**config.mk**
```make
export PLATFORM = sky130hd
export DESIGN_NAME = cordic_sincos
export DESIGN_NICKNAME = d
export VERILOG_FILES = /design/src/rtl/cordic_pkg.sv /design/src/rtl/cordic_atan_rom.sv /design/src/rtl/cordic_sincos.sv
export SDC_FILE = /design/constraint.sdc
export NUM_CORES = 1
export LEC_CHECK = 0
export CAP_MARGIN = 20
export CORE_ASPECT_RATIO = 2
export CORE_UTILIZATION = 40
export CTS_CLUSTER_DIAMETER = 120
export DETAILED_ROUTE_END_ITERATION = 8
export PLACE_DENSITY = 0.65
export SETUP_SLACK_MARGIN = 0.05
export SYNTH_ARGS = -nofsm -noshare
export SYNTH_HDL_FRONTEND = slang
export SYNTH_SLANG_ARGS = --single-unit
```
**constraint.sdc**
```tcl
create_clock -name clk -period 8.21 [get_ports clk]
set_input_delay 1.2315 -clock clk [delete_from_list [all_inputs] [get_ports clk]]
set_output_delay 1.2315 -clock clk [all_outputs]
set_load 0.01 [all_outputs]
```
**src/rtl/cordic_pkg.sv**
```systemverilog
// Shared types and elaboration-time constants for the CORDIC sine/cosine block.
// Everything here is integer-only, so the tables are built without real-number math.
package cordic_pkg;

  typedef enum logic [1:0] {IDLE, ROTATE, DONE} state_t;

  // atan(1/n) scaled by 2^56, computed from the Taylor series.
  function automatic longint atan_inv(input longint n);
    longint p;
    longint acc;
    acc = 0;
    p = (64'sd1 <<< 56) / n;
    for (int m = 0; m < 64; m++) begin
      if (p != 0) begin
        if (m % 2 == 0) acc = acc + p / longint'(2 * m + 1);
        else            acc = acc - p / longint'(2 * m + 1);
        p = p / (n * n);
      end
    end
    return acc;
  endfunction

  // atan(2^-i) scaled by 2^56; i = 0 uses Machin's formula, because the series for 1 barely converges.
  function automatic longint atan_q56(input int i);
    if (i == 0) return 4 * atan_inv(64'sd5) - atan_inv(64'sd239);
    return atan_inv(64'sd1 <<< i);
  endfunction

  // atan(2^-i) with frac fractional bits, rounded to nearest.
  function automatic longint atan_entry(input int i, input int frac);
    return (atan_q56(i) + (64'sd1 <<< (55 - frac))) >>> (56 - frac);
  endfunction

  function automatic longint pi_q(input int frac);
    return (4 * atan_q56(0) + (64'sd1 <<< (55 - frac))) >>> (56 - frac);
  endfunction

  function automatic longint half_pi_q(input int frac);
    return (2 * atan_q56(0) + (64'sd1 <<< (55 - frac))) >>> (56 - frac);
  endfunction

  // CORDIC gain compensation 1/prod(sqrt(1+2^-2i)) for iter stages, with frac fractional bits.
  function automatic longint k_const(input int iter, input int frac);
    logic [63:0] p, r, v, s, c;
    p = 64'd1 << 30;
    for (int i = 0; i < 32; i++) begin
      if (i < iter) p = p + (p >> (2 * i));
    end
    r = (64'd1 << 60) / p;
    v = r << 30;
    s = '0;
    for (int b = 31; b >= 0; b--) begin
      c = s | (64'd1 << b);
      if (c * c <= v) s = c;
    end
    return longint'((s + (64'd1 << (29 - frac))) >> (30 - frac));
  endfunction

endpackage

```
**src/rtl/cordic_atan_rom.sv**
```systemverilog
// Combinational arctangent table: iteration index -> atan(2^-i) in Q3.(WIDTH-3+GUARD).
// Zero latency; out-of-range indices return zero.
module cordic_atan_rom
  import cordic_pkg::*;
#(
  parameter int WIDTH = 16,
  parameter int ITER  = 14,
  parameter int GUARD = 2,
  localparam int IW   = WIDTH + GUARD,
  localparam int IDXW = $clog2(ITER)
) (
  input  logic        [IDXW-1:0] idx,
  output logic signed [IW-1:0]   atan
);

  logic signed [IW-1:0] table_q [ITER];

  for (genvar g = 0; g < ITER; g++) begin : g_entry
    localparam logic signed [IW-1:0] ENT = IW'(atan_entry(g, WIDTH - 3 + GUARD));
    assign table_q[g] = ENT;
  end

  always_comb begin
    atan = '0;
    for (int k = 0; k < ITER; k++) begin
      if (idx == IDXW'(k)) atan = table_q[k];
    end
  end

endmodule

```
**src/rtl/cordic_sincos.sv**
```systemverilog
// Iterative CORDIC sine/cosine: one micro-rotation per cycle, result ITER+1 cycles after start.
// start is only honoured in IDLE; the angle is clamped to +/-pi and folded into +/-pi/2.
module cordic_sincos
  import cordic_pkg::*;
#(
  parameter int WIDTH = 16,
  parameter int ITER  = 14,
  parameter int GUARD = 2
) (
  input  logic                    clk,
  input  logic                    rst,
  input  logic                    start,
  input  logic signed [WIDTH-1:0] angle,
  output logic                    busy,
  output logic                    done,
  output logic signed [WIDTH-1:0] sin_out,
  output logic signed [WIDTH-1:0] cos_out,
  output logic                    range_err
);

  localparam int IW = WIDTH + GUARD;
  localparam int CW = $clog2(ITER);

  localparam logic signed [WIDTH-1:0] PI_A      = WIDTH'(pi_q(WIDTH - 3));
  localparam logic signed [WIDTH-1:0] HALF_PI_A = WIDTH'(half_pi_q(WIDTH - 3));
  localparam logic signed [IW-1:0]    K_I       = IW'(k_const(ITER, WIDTH - 2 + GUARD));
  localparam logic signed [IW+1:0]    ONE_T     = (IW + 2)'(1) <<< (WIDTH - 2);
  localparam logic signed [IW+1:0]    RND_T     = (GUARD > 0) ? ((IW + 2)'(1) <<< (GUARD - 1)) : '0;

  state_t               state, state_nxt;
  logic [CW-1:0]        iter_cnt;
  logic signed [IW-1:0] x, y, z;
  logic signed [IW-1:0] x_sh, y_sh, atan_i;
  logic                 neg_flag, clamp_flag;
  logic signed [WIDTH-1:0] ang_c, ang_f;
  logic                 ang_oor, ang_neg;

  cordic_atan_rom #(.WIDTH(WIDTH), .ITER(ITER), .GUARD(GUARD)) u_rom (
    .idx  (iter_cnt),
    .atan (atan_i)
  );

  // Round half-up to the output grid, apply the fold sign, clip to [-1.0, +1.0].
  function automatic logic signed [WIDTH-1:0] sat_round(input logic signed [IW-1:0] v, input logic neg);
    logic signed [IW+1:0] t;
    t = (IW + 2)'(v) + RND_T;
    t = t >>> GUARD;
    if (neg) t = -t;
    if (t > ONE_T)       t = ONE_T;
    else if (t < -ONE_T) t = -ONE_T;
    return t[WIDTH-1:0];
  endfunction

  always_comb begin
    ang_c   = angle;
    ang_oor = 1'b0;
    if (angle > PI_A) begin
      ang_c   = PI_A;
      ang_oor = 1'b1;
    end else if (angle < -PI_A) begin
      ang_c   = -PI_A;
      ang_oor = 1'b1;
    end
    ang_f   = ang_c;
    ang_neg = 1'b0;
    if (ang_c > HALF_PI_A) begin
      ang_f   = ang_c - PI_A;
      ang_neg = 1'b1;
    end else if (ang_c < -HALF_PI_A) begin
      ang_f   = ang_c + PI_A;
      ang_neg = 1'b1;
    end
  end

  always_comb begin
    x_sh = x >>> iter_cnt;
    y_sh = y >>> iter_cnt;
  end

  always_ff @(posedge clk) begin
    if (rst) state <= IDLE;
    else     state <= state_nxt;
  end

  always_comb begin
    state_nxt = state;
    case (state)
      IDLE:    if (start) state_nxt = ROTATE;
      ROTATE:  if (iter_cnt == CW'(ITER - 1)) state_nxt = DONE;
      DONE:    state_nxt = IDLE;
      default: state_nxt = IDLE;
    endcase
  end

  assign busy = (state != IDLE);

  always_ff @(posedge clk) begin
    if (rst) begin
      iter_cnt   <= '0;
      x          <= '0;
      y          <= '0;
      z          <= '0;
      neg_flag   <= 1'b0;
      clamp_flag <= 1'b0;
      done       <= 1'b0;
      sin_out    <= '0;
      cos_out    <= '0;
      range_err  <= 1'b0;
    end else begin
      done <= 1'b0;
      case (state)
        IDLE: begin
          if (start) begin
            x          <= K_I;
            y          <= '0;
            z          <= IW'(ang_f) <<< GUARD;
            neg_flag   <= ang_neg;
            clamp_flag <= ang_oor;
            iter_cnt   <= '0;
          end
        end
        ROTATE: begin
          // Rotate toward z = 0; the sign of z picks the direction.
          if (!z[IW-1]) begin
            x <= x - y_sh;
            y <= y + x_sh;
            z <= z - atan_i;
          end else begin
            x <= x + y_sh;
            y <= y - x_sh;
            z <= z + atan_i;
          end
          iter_cnt <= iter_cnt + 1'b1;
        end
        DONE: begin
          cos_out   <= sat_round(x, neg_flag);
          sin_out   <= sat_round(y, neg_flag);
          range_err <= clamp_flag;
          done      <= 1'b1;
          iter_cnt  <= '0;
        end
        default: ;
      endcase
    end
  end

endmodule
```
Yosys cells after proc, flatten, opt, wreduce, memory -nomap -nowiden
Cells that the tools add are included.
{"block": "word_totals", "input_bits": 19, "elab_cells": 107, "regBits": 96}
{"block": "classes", "reduce_logical": 9, "add_sub_neg": 13, "shifts": 2, "n_eq_ne": 17, "muxes": 47, "magnitude_cmp": 8}
{"op": "15-bit two-way mux", "n": 14}
{"op": "16-bit two-way mux", "n": 8}
{"op": "20-bit two-way mux", "n": 6}
{"op": "18-bit two-way mux", "n": 6}
{"op": "18-bit case mux with 2 select lines", "n": 3}
{"op": "18-bit adder", "n": 3}
{"op": "18-bit subtractor", "n": 3}
{"op": "20-bit by 16-bit > comparator with 1-bit output, second input constant", "n": 2}
{"op": "20-bit by 15-bit < comparator with 1-bit output, second input constant", "n": 2}
{"op": "17-bit negator with 20-bit output", "n": 2}
{"op": "18-bit by 3-bit adder with 19-bit output, second input constant", "n": 2}
{"op": "18-bit by 4-bit >>> shifter with 18-bit output", "n": 2}
{"op": "4-bit equality test, second input constant", "n": 6}
{"op": "16-bit adder, second input constant", "n": 1}
{"op": "4-bit by 3-bit equality test with 1-bit output, second input constant", "n": 4}
{"op": "16-bit by 15-bit > comparator with 1-bit output, second input constant", "n": 1}
{"op": "16-bit > comparator, second input constant", "n": 1}
{"op": "16-bit by 15-bit < comparator with 1-bit output, second input constant", "n": 1}
{"op": "16-bit < comparator, second input constant", "n": 1}
{"op": "16-bit subtractor, second input constant", "n": 1}
{"op": "4-bit case mux with 3 select lines", "n": 1}
{"op": "4-bit by 2-bit equality test with 1-bit output, second input constant", "n": 2}
{"op": "2-bit AND reduction", "n": 4}
{"op": "1-bit two-way mux", "n": 5}
{"op": "other kinds (12)", "n": 15}

Depth between registers and ports, before layout
Gate-level depths: netlist (run 1).
{"block": "logic_depth", "depth_word": 18, "ltp_mapped": 27, "ltp_nobuf": 23}

By module
Synthesis (run 1) repeated with hierarchy kept, for this count alone.
{"block": "unflattened", "cells_unflattened": 1541, "area_unflattened_um2": 11481.0}
{"module": "cordic_sincos", "area_each_um2": 11180.7, "cells_per_inst": 1500, "instances": 1}
{"module": "cordic_atan_rom", "area_each_um2": 300.3, "cells_per_inst": 41, "instances": 1}

Worst setup path after synthesis (run 1)
Ideal clock, no wire load.
{"block": "synth_timing", "path_type": "register to register", "startpoint": "register iter_cnt[2]", "endpoint": "register z[16]", "n_path_buf": 5, "path_stages_with_launch": 23, "path_slack_ps": 3651, "arrival_time_ps": 4426, "t_required_ps": 8077, "cell_sequence": "dfxtp_1 clkbuf_1 buf_1 clkbuf_1 buf_1 buf_1 a21oi_1 nand2_1 ha_1 inv_1 a31oi_1 nand3b_1 nor3_1 a31oi_1 xnor2_1 ha_1 or2_2 a21oi_1 a311oi_1 o21a_1 or3_1 nand3_1 nor4_1"}
{"block": "synth_via", "elab_chain_len": 18, "word_cells_on_any_way": 32, "classes_between": "add/sub (2); eq/ne (13); mux (16); reduce/logical (1)"}
{"element": "from (decl)", "line_no": "cordic_sincos.sv:31", "rtl": "logic [CW-1:0] iter_cnt;"}
{"element": "from (signal assigned)", "line_no": "cordic_sincos.sv:133", "rtl": "iter_cnt <= iter_cnt + 1'b1;"}
{"element": "4-bit logical NOT", "line_no": "cordic_atan_rom.sv:26", "rtl": "if (idx == IDXW'(k)) atan = table_q[k];"}
{"element": "15-bit two-way mux (13 in series)", "line_no": "cordic_atan_rom.sv:26"}
{"element": "15-bit two-way mux (*)", "line_no": "cordic_atan_rom.sv:26"}
{"element": "18-bit subtractor / 18-bit adder (equally long branches)", "line_no": "cordic_sincos.sv:127, cordic_sincos.sv:131"}
{"element": "18-bit two-way mux (*)", "line_no": "cordic_sincos.sv:124", "rtl": "if (!z[IW-1]) begin"}
{"element": "18-bit case mux with 2 select lines (*)", "line_no": "cordic_sincos.sv:111", "rtl": "case (state)"}
{"element": "to (signal assigned)", "line_no": "cordic_sincos.sv:116", "rtl": "z <= IW'(ang_f) <<< GUARD;"}
{"element": "to (signal assigned)", "line_no": "cordic_sincos.sv:127", "rtl": "z <= z - atan_i;"}
{"element": "to (signal assigned)", "line_no": "cordic_sincos.sv:131", "rtl": "z <= z + atan_i;"}
{"element": "to (decl)", "line_no": "cordic_sincos.sv:32", "rtl": "logic signed [IW-1:0] x, y, z;"}
Mark *: on every way between the ends. The rest lies on a longest branch, timed or not.
A chain may end at the register's enable or synchronous reset.

Final worst setup path (run 1)
{"block": "layout_timing", "startpoint": "register iter_cnt[1]", "endpoint": "register x[16]"}
{"block": "layout_via", "elab_chain_len": 4, "word_cells_on_any_way": 5, "classes_between": "add/sub (2); shift (1); mux (2)"}
{"element": "18-bit by 4-bit >>> shifter with 18-bit output (*)", "line_no": "cordic_sincos.sv:77", "rtl": "y_sh = y >>> iter_cnt;"}
{"element": "18-bit subtractor / 18-bit adder (equally long branches)", "line_no": "cordic_sincos.sv:125, cordic_sincos.sv:129"}
{"element": "18-bit two-way mux (*)", "line_no": "cordic_sincos.sv:124"}
{"element": "18-bit case mux with 2 select lines (*)", "line_no": "cordic_sincos.sv:111"}
{"element": "to (signal assigned)", "line_no": "cordic_sincos.sv:125", "rtl": "x <= x - y_sh;"}
{"element": "to (signal assigned)", "line_no": "cordic_sincos.sv:129", "rtl": "x <= x + y_sh;"}
{"element": "to (decl)", "line_no": "cordic_sincos.sv:32"}
Marked as above.

==> results of run 1 <==
==> through the flow <==
step                      utilization (%)  setup WS, ps
after CTS                            43.8          2650
final                                43.8          2250
after floorplan                         -          3650
after detailed placement             42.7          2590
after global placement               42.7          2680
after global routing                 43.8          1950
==> cell usage in the layout, fill, tap and decap left out, types with 13 or more instances in the layout <==
cell | synthesis | layout
sky130_fd_sc_hd__a31oi_1 | 42 | 42
sky130_fd_sc_hd__a21oi_1 | 106 | 106
sky130_fd_sc_hd__xor2_1 | 62 | 62
sky130_fd_sc_hd__dfxtp_1 | 96 | 94
sky130_fd_sc_hd__o21a_1 | 23 | 23
sky130_fd_sc_hd__nand3_1 | 63 | 63
sky130_fd_sc_hd__clkdlybuf4s50_1 | 0 | 52
sky130_fd_sc_hd__mux4_2 | 33 | 33
sky130_fd_sc_hd__xnor2_1 | 77 | 77
sky130_fd_sc_hd__o22ai_1 | 14 | 14
sky130_fd_sc_hd__nand4_1 | 17 | 17
sky130_fd_sc_hd__nor3_1 | 53 | 53
sky130_fd_sc_hd__or3_1 | 24 | 24
sky130_fd_sc_hd__nor2b_1 | 18 | 17
sky130_fd_sc_hd__nor4_1 | 22 | 22
sky130_fd_sc_hd__nor2_1 | 151 | 150
sky130_fd_sc_hd__mux2i_1 | 19 | 19
sky130_fd_sc_hd__o211ai_1 | 13 | 13
sky130_fd_sc_hd__o21ai_0 | 68 | 68
sky130_fd_sc_hd__nand2_1 | 141 | 141
sky130_fd_sc_hd__a211oi_1 | 19 | 19
sky130_fd_sc_hd__ha_1 | 66 | 66
sky130_fd_sc_hd__inv_1 | 45 | 45
sky130_fd_sc_hd__and3_1 | 16 | 16
sky130_fd_sc_hd__or2_2 | 18 | 18
sky130_fd_sc_hd__nand2b_1 | 23 | 22
sky130_fd_sc_hd__a21o_1 | 18 | 18
sky130_fd_sc_hd__and2_1 | 23 | 23
sky130_fd_sc_hd__buf_4 | 8 | 19
sky130_fd_sc_hd__o31ai_1 | 25 | 25
==> cell type report <==
class                      instances  area [um2]  share of cell area [%]
multi-input combinational       1340        9420                    72.6
sequential                        96        1920                    14.8
timing repair buffer              73         683                    5.26
tap                              364         455                    3.51
clock buffer                      10         239                    1.84
inverter                          49         184                    1.42
clock inverter                     3        68.8                   0.530
==> routing by layer <==
metal / vias up / track usage, % / wire length (um)
met3: 159 / 3.34 / 1730
met5: - / 0 / 0
li1: 5884 / - / -
met1: 5888 / 24.5 / 13800
met4: 0 / 19.2 / 2570
met2: 450 / 51.0 / 21500
==> critical path, delay by kind of cell, from the launching register on <==
family                     cells  cell delay, ps
adders and majority gates      2             690
muxes                          2             910
xor gates and xnor gates       2             250
DFF                            1             700
and+or+nand+nor                3             650
AOI/OAI and AO/OA              7            2620
==> kinds of logic after synthesis <==
family	Yosys count
compound gates	462
xor+xnor	139
fa+ha+maj	69
buf+inv	177
flops	96
mux	62
simple gates	608
==> state kept, by name, indices dropped and copies added (netlist names) <==
register / flops
x: 18
y: 18
z: 18
cos_out: 16
sin_out: 16
iter_cnt: 4
state: 2
clamp_flag: 1
done: 1
neg_flag: 1
range_err: 1
==> power by group <==
group	switching [uW]	leakage, uW	internal [uW]
logic	1430	0.00393	1120
registers	253	0.000784	534
clock network	203	0.000150	271
==> synth_stat cells, types with 24 or more instances <==
| master | number |
|---|---|
| sky130_fd_sc_hd__dfxtp_1 | 96 |
| sky130_fd_sc_hd__o21ai_0 | 68 |
| sky130_fd_sc_hd__a21oi_1 | 106 |
| sky130_fd_sc_hd__or3_1 | 24 |
| sky130_fd_sc_hd__nor2_1 | 151 |
| sky130_fd_sc_hd__mux4_2 | 33 |
| sky130_fd_sc_hd__nand2_1 | 141 |
| sky130_fd_sc_hd__clkbuf_1 | 79 |
| sky130_fd_sc_hd__a31oi_1 | 42 |
| sky130_fd_sc_hd__inv_1 | 45 |
| sky130_fd_sc_hd__xor2_1 | 62 |
| sky130_fd_sc_hd__o31ai_1 | 25 |
| sky130_fd_sc_hd__nor3_1 | 53 |
| sky130_fd_sc_hd__nand3_1 | 63 |
| sky130_fd_sc_hd__ha_1 | 66 |
| sky130_fd_sc_hd__xnor2_1 | 77 |
==> final timing paths <==
check / startpoint / to / slack (ps) / cells after the start
min: sin_out[9] / sin_out[9] / 450 / 2
max: iter_cnt[1] / x[16] / 2250 / 16
min reg2reg: sin_out[9] / sin_out[9] / 450 / 2
max reg2reg: iter_cnt[1] / x[16] / 2250 / 16
==> run metrics, run 1 <==
final sum of negative setup slack=0 ps; number of antenna violations at the first check in global routing=0; largest net degree at the start of global routing=51; required time at the endpoint of the critical path=8480 ps; Area growth syn-to-layout=7.57%; worst min path class=reg -> reg; count of final setup violators=0; hold bufs inserted after CTS=0; adder-cell area share of the yosys netlist=7.34%; insertion delay of the later-clocked pin in the worst-skew pair=380 ps; dominant combinational cell family by area after synthesis=compound AO/OA/AOI/OAI gates; maximum fanout encountered on the critical timing path=26; setup repair after global routing missed its margin=false; Synth Instances=1613; DR iter-0 viols=856; cell with the largest stage delay on the worst path=sky130_fd_sc_hd__a222oi_1; layout cell share with drive strength beyond 1=8.78%; violations in the final reports=design-rule violations; max-slew violation count=0; area of all placed cells without fillers=13000 um2; horizontal die dimension=125 um; nature of the critical path startpoint=register; FF+latch count, synth=96; setup skew after layout=12.8 ps; Filler Cell Count=2997; period utilization=72.6%; count of endpoints failing hold in the final timing report=0; Static Leak=0.00487 uW; non-filler cells in the finished layout=1935; post-synthesis xor/xnor area fraction=10.1%; CTS tree=yes; die boundary height=248 um; CORE AREA=29600 um2; max-capacitance violation count=0; number of top-level pins=54; Site Rows=89; net total in the final layout=1657; multiplexer share of the synthesized area=8.70%; cell type with the highest aggregate area in the netlist=sky130_fd_sc_hd__dfxtp_1; DP HPWL=29500 um; Design Power=3810 uW; DR vias=12381; vias in the first global route=11948; cell total after placement=1921; maximum clock insertion buffer count=2; area share of the largest cell type after synthesis=15.9%; Worst-Margin Slew=1290 ps; minimum clock period after layout=5960 ps; gpl congestion=1.01; GRT Util Overall=26.0%; antenna-violating nets left=0; master cell of the clock root buffer=sky130_fd_sc_hd__clkbuf_16; # diodes=0; depth of the CTS H-tree=3; share of flip-flops with an asynchronous set or reset after synthesis=0%; CTS Sinks=96; WS Path Type=reg -> reg; Post-Syn Area=12100 um2; starting density of the core=40.7%; total power per unit cell area=294 nW/um2; final WL=39600 um; clock-pin slew on the worst setup and hold paths=70 ps; drc violations=20; Vias per Instance=6.40; top area cells in the synthesized netlist=sky130_fd_sc_hd__dfxtp_1, sky130_fd_sc_hd__ha_1, sky130_fd_sc_hd__mux4_2, sky130_fd_sc_hd__xnor2_1, sky130_fd_sc_hd__nor2_1; most common flop cell mapped by yosys=sky130_fd_sc_hd__dfxtp_1; number of enable-type register cells in the synthesized netlist=0; Total Die Area=30900 um2; worst slew margin relative to its limit=13.8%; average wire per cell in the routed design=20.5 um; proportion of synthesized chip area in sequential cells=15.9%; aggregate global routing overflow=0; Max VDD drop=137 uV; chain of cells forming the critical path=mux4_2, mux2_4, a222oi_1, ha_1, nor2_1, xnor2_1, ha_1, nor2b_1, o21ai_0, a21boi_0, o31ai_1, a211oi_1, or3_1, a311oi_1, xnor2_1, a32o_1; # port buffers=53; wire length of the first global-routing pass=63200 um; Post-CTS Setup Repair Bufs=0; Crit path arrival time=6230 ps; post-synthesis net count=1701; area after detailed placement=12700 um2; status=finished, violations left; worst hold margin=451 ps; post-CTS sizing=0; clock buffer count from CTS=9; count of cell types in the netlist=91; first-pass detailed-route iteration total=8; count of warnings emitted by yosys=0; mean instance size in the synthesized netlist=7.48 um2; CP endpoint kind=register; simple-gate portion of the synthesized area=25.2%; post-synthesis compound-gate area fraction=26.7%; highest attainable clock frequency=168 MHz; maximum single-stage delay on the critical path=1100 ps
Note: power is estimated with default switching activity, not from simulation.
==> run 2, diff against run 1 <==
Clock period 8.21 ns to 6.08 ns, I/O delays scaled along.
==> run 2 against run 1 <==
Largest power group unchanged; final area increased by 1.2%; combinational power increased by 43%; sequential share of layout area decreased by 0.17 points; setup slack got worse by 1700 ps; cell count increased by 1.3%; register-to-register slack got worse by 1700 ps; non-clock buffer count increased by 22; largest cell class unchanged; core utilization increased by 0.51 points; critical path type unchanged; critical path depth unchanged; the run still ends with design-rule violations left.
==> run metrics, run 2 (same netlist as run 1, synthesis figures left out) <==
status=finished, violations left; violations in the final reports=design-rule violations; vias in the first global route=12317 (+3.1%); die boundary height=248 um (unchanged); CTS tree=yes; insertion delay of the later-clocked pin in the worst-skew pair=390 ps (about the same); Total Die Area=30900 um2 (unchanged); Static Leak=0.00497 uW (+2.2%); depth of the CTS H-tree=3 (unchanged); highest attainable clock frequency=182 MHz (+8.2%); worst slew margin relative to its limit=21.6% (+7.8 points); final WL=40800 um (+3.0%); maximum clock insertion buffer count=2 (unchanged); drc violations=19 (-5.0%); switching part of the total=50.4% (+0.88 points); clock buffer count from CTS=9 (unchanged); antenna-violating nets left=0 (unchanged); maximum fanout encountered on the critical timing path=25 (-3.8%); Net Sw Power=2620 uW (+39%); CTS Sinks=96 (unchanged); largest registers=x: 18 flops, y: 18 flops, z: 18 flops; setup skew after layout=12.9 ps (+0.0791 ps); first-pass detailed-route iteration total=8 (unchanged); Site Rows=89 (unchanged); part of the total power dissipated in combinational logic=70.4% (+3.5 points); CP endpoint kind=register; Final Util=44.3% (+0.51 points); hold bufs inserted after CTS=0 (unchanged); DR iter-0 viols=971 (+13%); worst min path class=reg -> reg; nature of the critical path startpoint=register; total power per unit cell area=395 nW/um2 (+35%); highest-count cells in the layout ignoring fill and taps=sky130_fd_sc_hd__nor2_1, sky130_fd_sc_hd__nand2_1, sky130_fd_sc_hd__a21oi_1; Worst-Margin Slew=1170 ps (-121 ps); non-filler cells in the finished layout=1960 (+1.3%); wire length of the first global-routing pass=64700 um (+2.4%); gpl congestion=0.995 (-1.4%); max-capacitance violation count=0 (unchanged); GRT Util Overall=26.8% (+0.78 points); starting density of the core=40.7% (unchanged); max-slew violation count=0 (unchanged); master cell of the clock root buffer=sky130_fd_sc_hd__clkbuf_16; minimum clock period after layout=5510 ps (-451 ps); number of top-level pins=54 (unchanged); count of final setup violators=0 (unchanged); required time at the endpoint of the critical path=6360 ps (-2120 ps); leading cell type in the layout, fill and taps excluded=sky130_fd_sc_hd__nor2_1; number of antenna violations at the first check in global routing=0 (unchanged); layout cell share with drive strength beyond 1=10.2% (+1.4 points); sequential fraction of design power=18.0% (-2.6 points); relative contribution of the clock network to total power=11.6% (-0.8 points); Crit path arrival time=5780 ps (-450 ps); Vias per Instance=6.34 (-0.91%); horizontal die dimension=125 um (unchanged); post-CTS sizing=0 (unchanged); WS Path Type=reg -> reg; net total in the final layout=1679 (+1.3%); cell total after placement=1943 (+1.1%); clock-pin slew on the worst setup and hold paths=80 ps (about the same); setup repair after global routing missed its margin=false; worst hold margin=451 ps (+0.443 ps); Int Pwr=2570 uW (+34%); Area growth syn-to-layout=8.82%; # port buffers=53 (unchanged); DP HPWL=30600 um (+3.5%); count of endpoints failing hold in the final timing report=0 (unchanged); DR vias=12427 (+0.37%); # diodes=0 (unchanged); aggregate global routing overflow=0 (unchanged); Max VDD drop=171 uV (+25%); Post-CTS Setup Repair Bufs=0 (unchanged); largest net degree at the start of global routing=49 (-3.9%); Design Power=5190 uW (+36%); average wire per cell in the routed design=20.8 um (+1.7%); CORE AREA=29600 um2 (unchanged); final sum of negative setup slack=0 ps (unchanged); period utilization=90.6% (+18 points)
-- run 2: changes by cell type in the layout (fill, tap and decap cells not counted), sizes merged --
cell,before,now
bufinv,2,0
clkbuf,10,11
inv,46,47
buf,21,43
clkinv,4,7
-- run 2: through the flow --
stage          setup slack, ps  cell area [um2]
2_1_floorplan             1520            12100
3_3_place_gp               817            12800
3_5_place_dp               711            12800
4_1_cts                    665            13100
5_1_grt                    243            13100
6_report                   574            13100
-- run 2: final timing paths --
check                   start    endpoint  slack [ps]  cells after the start
setup / recovery  iter_cnt[0]       x[16]         570                     16
hold / removal     cos_out[0]  cos_out[0]         450                      2
setup reg to reg  iter_cnt[0]       x[16]         570                     16
hold reg to reg    cos_out[0]  cos_out[0]         450                      2
-- run 2: power by group through the flow --
| stage | logic, uW | clock network, uW | registers [uW] |
|---|---|---|---|
| 5_1_grt | 4010 | 634 | 947 |
| 3_3_place_gp | 3530 | 0 | 939 |
| 4_1_cts | 3610 | 610 | 928 |
| 6_report | 3650 | 600 | 934 |
| 3_5_place_dp | 3580 | 0 | 943 |
| 2_1_floorplan | 2920 | 0 | 799 |
-- run 2: routing by layer --
| layer | global-route usage, % | share of wire (%) |
|---|---|---|
| met1 | 24.7 | 34 |
| met2 | 51.6 | 54 |
| met3 | 3.79 | 4.5 |
| met4 | 22.7 | 7.8 |
| met5 | 0 | 0 |
-- run 2: worst max-delay path, cell delays in order (launching register included) --
cell,delay [ps]
sky130_fd_sc_hd__dfxtp_2,650
sky130_fd_sc_hd__buf_4,420
sky130_fd_sc_hd__mux4_2,590
sky130_fd_sc_hd__a222oi_1,740
sky130_fd_sc_hd__ha_1,310
sky130_fd_sc_hd__nor2_1,60
sky130_fd_sc_hd__xnor2_1,140
sky130_fd_sc_hd__ha_1,330
sky130_fd_sc_hd__nor2b_1,150
sky130_fd_sc_hd__o21ai_0,240
sky130_fd_sc_hd__a21boi_0,160
sky130_fd_sc_hd__o31ai_1,380
sky130_fd_sc_hd__a211oi_1,210
sky130_fd_sc_hd__or3_1,410
sky130_fd_sc_hd__a311oi_1,280
sky130_fd_sc_hd__xnor2_1,110
sky130_fd_sc_hd__a32o_1,210
-- run 2: final cells by class --
type | instances | area (um2)
sequential | 96 | 1920
tap | 364 | 455
timing repair buffer | 95 | 848
multi-input combinational | 1340 | 9420
clock inverter | 5 | 40.0
fill | 3060 | 16500
inverter | 49 | 184
clock buffer | 11 | 253
==> run 3, diff against run 2 <==
Settings changed: ABC_CLOCK_PERIOD_IN_PS from default to 6080.
==> results of run 3 <==
No change in the layout: final DEF, timing and power equal those of run 2.
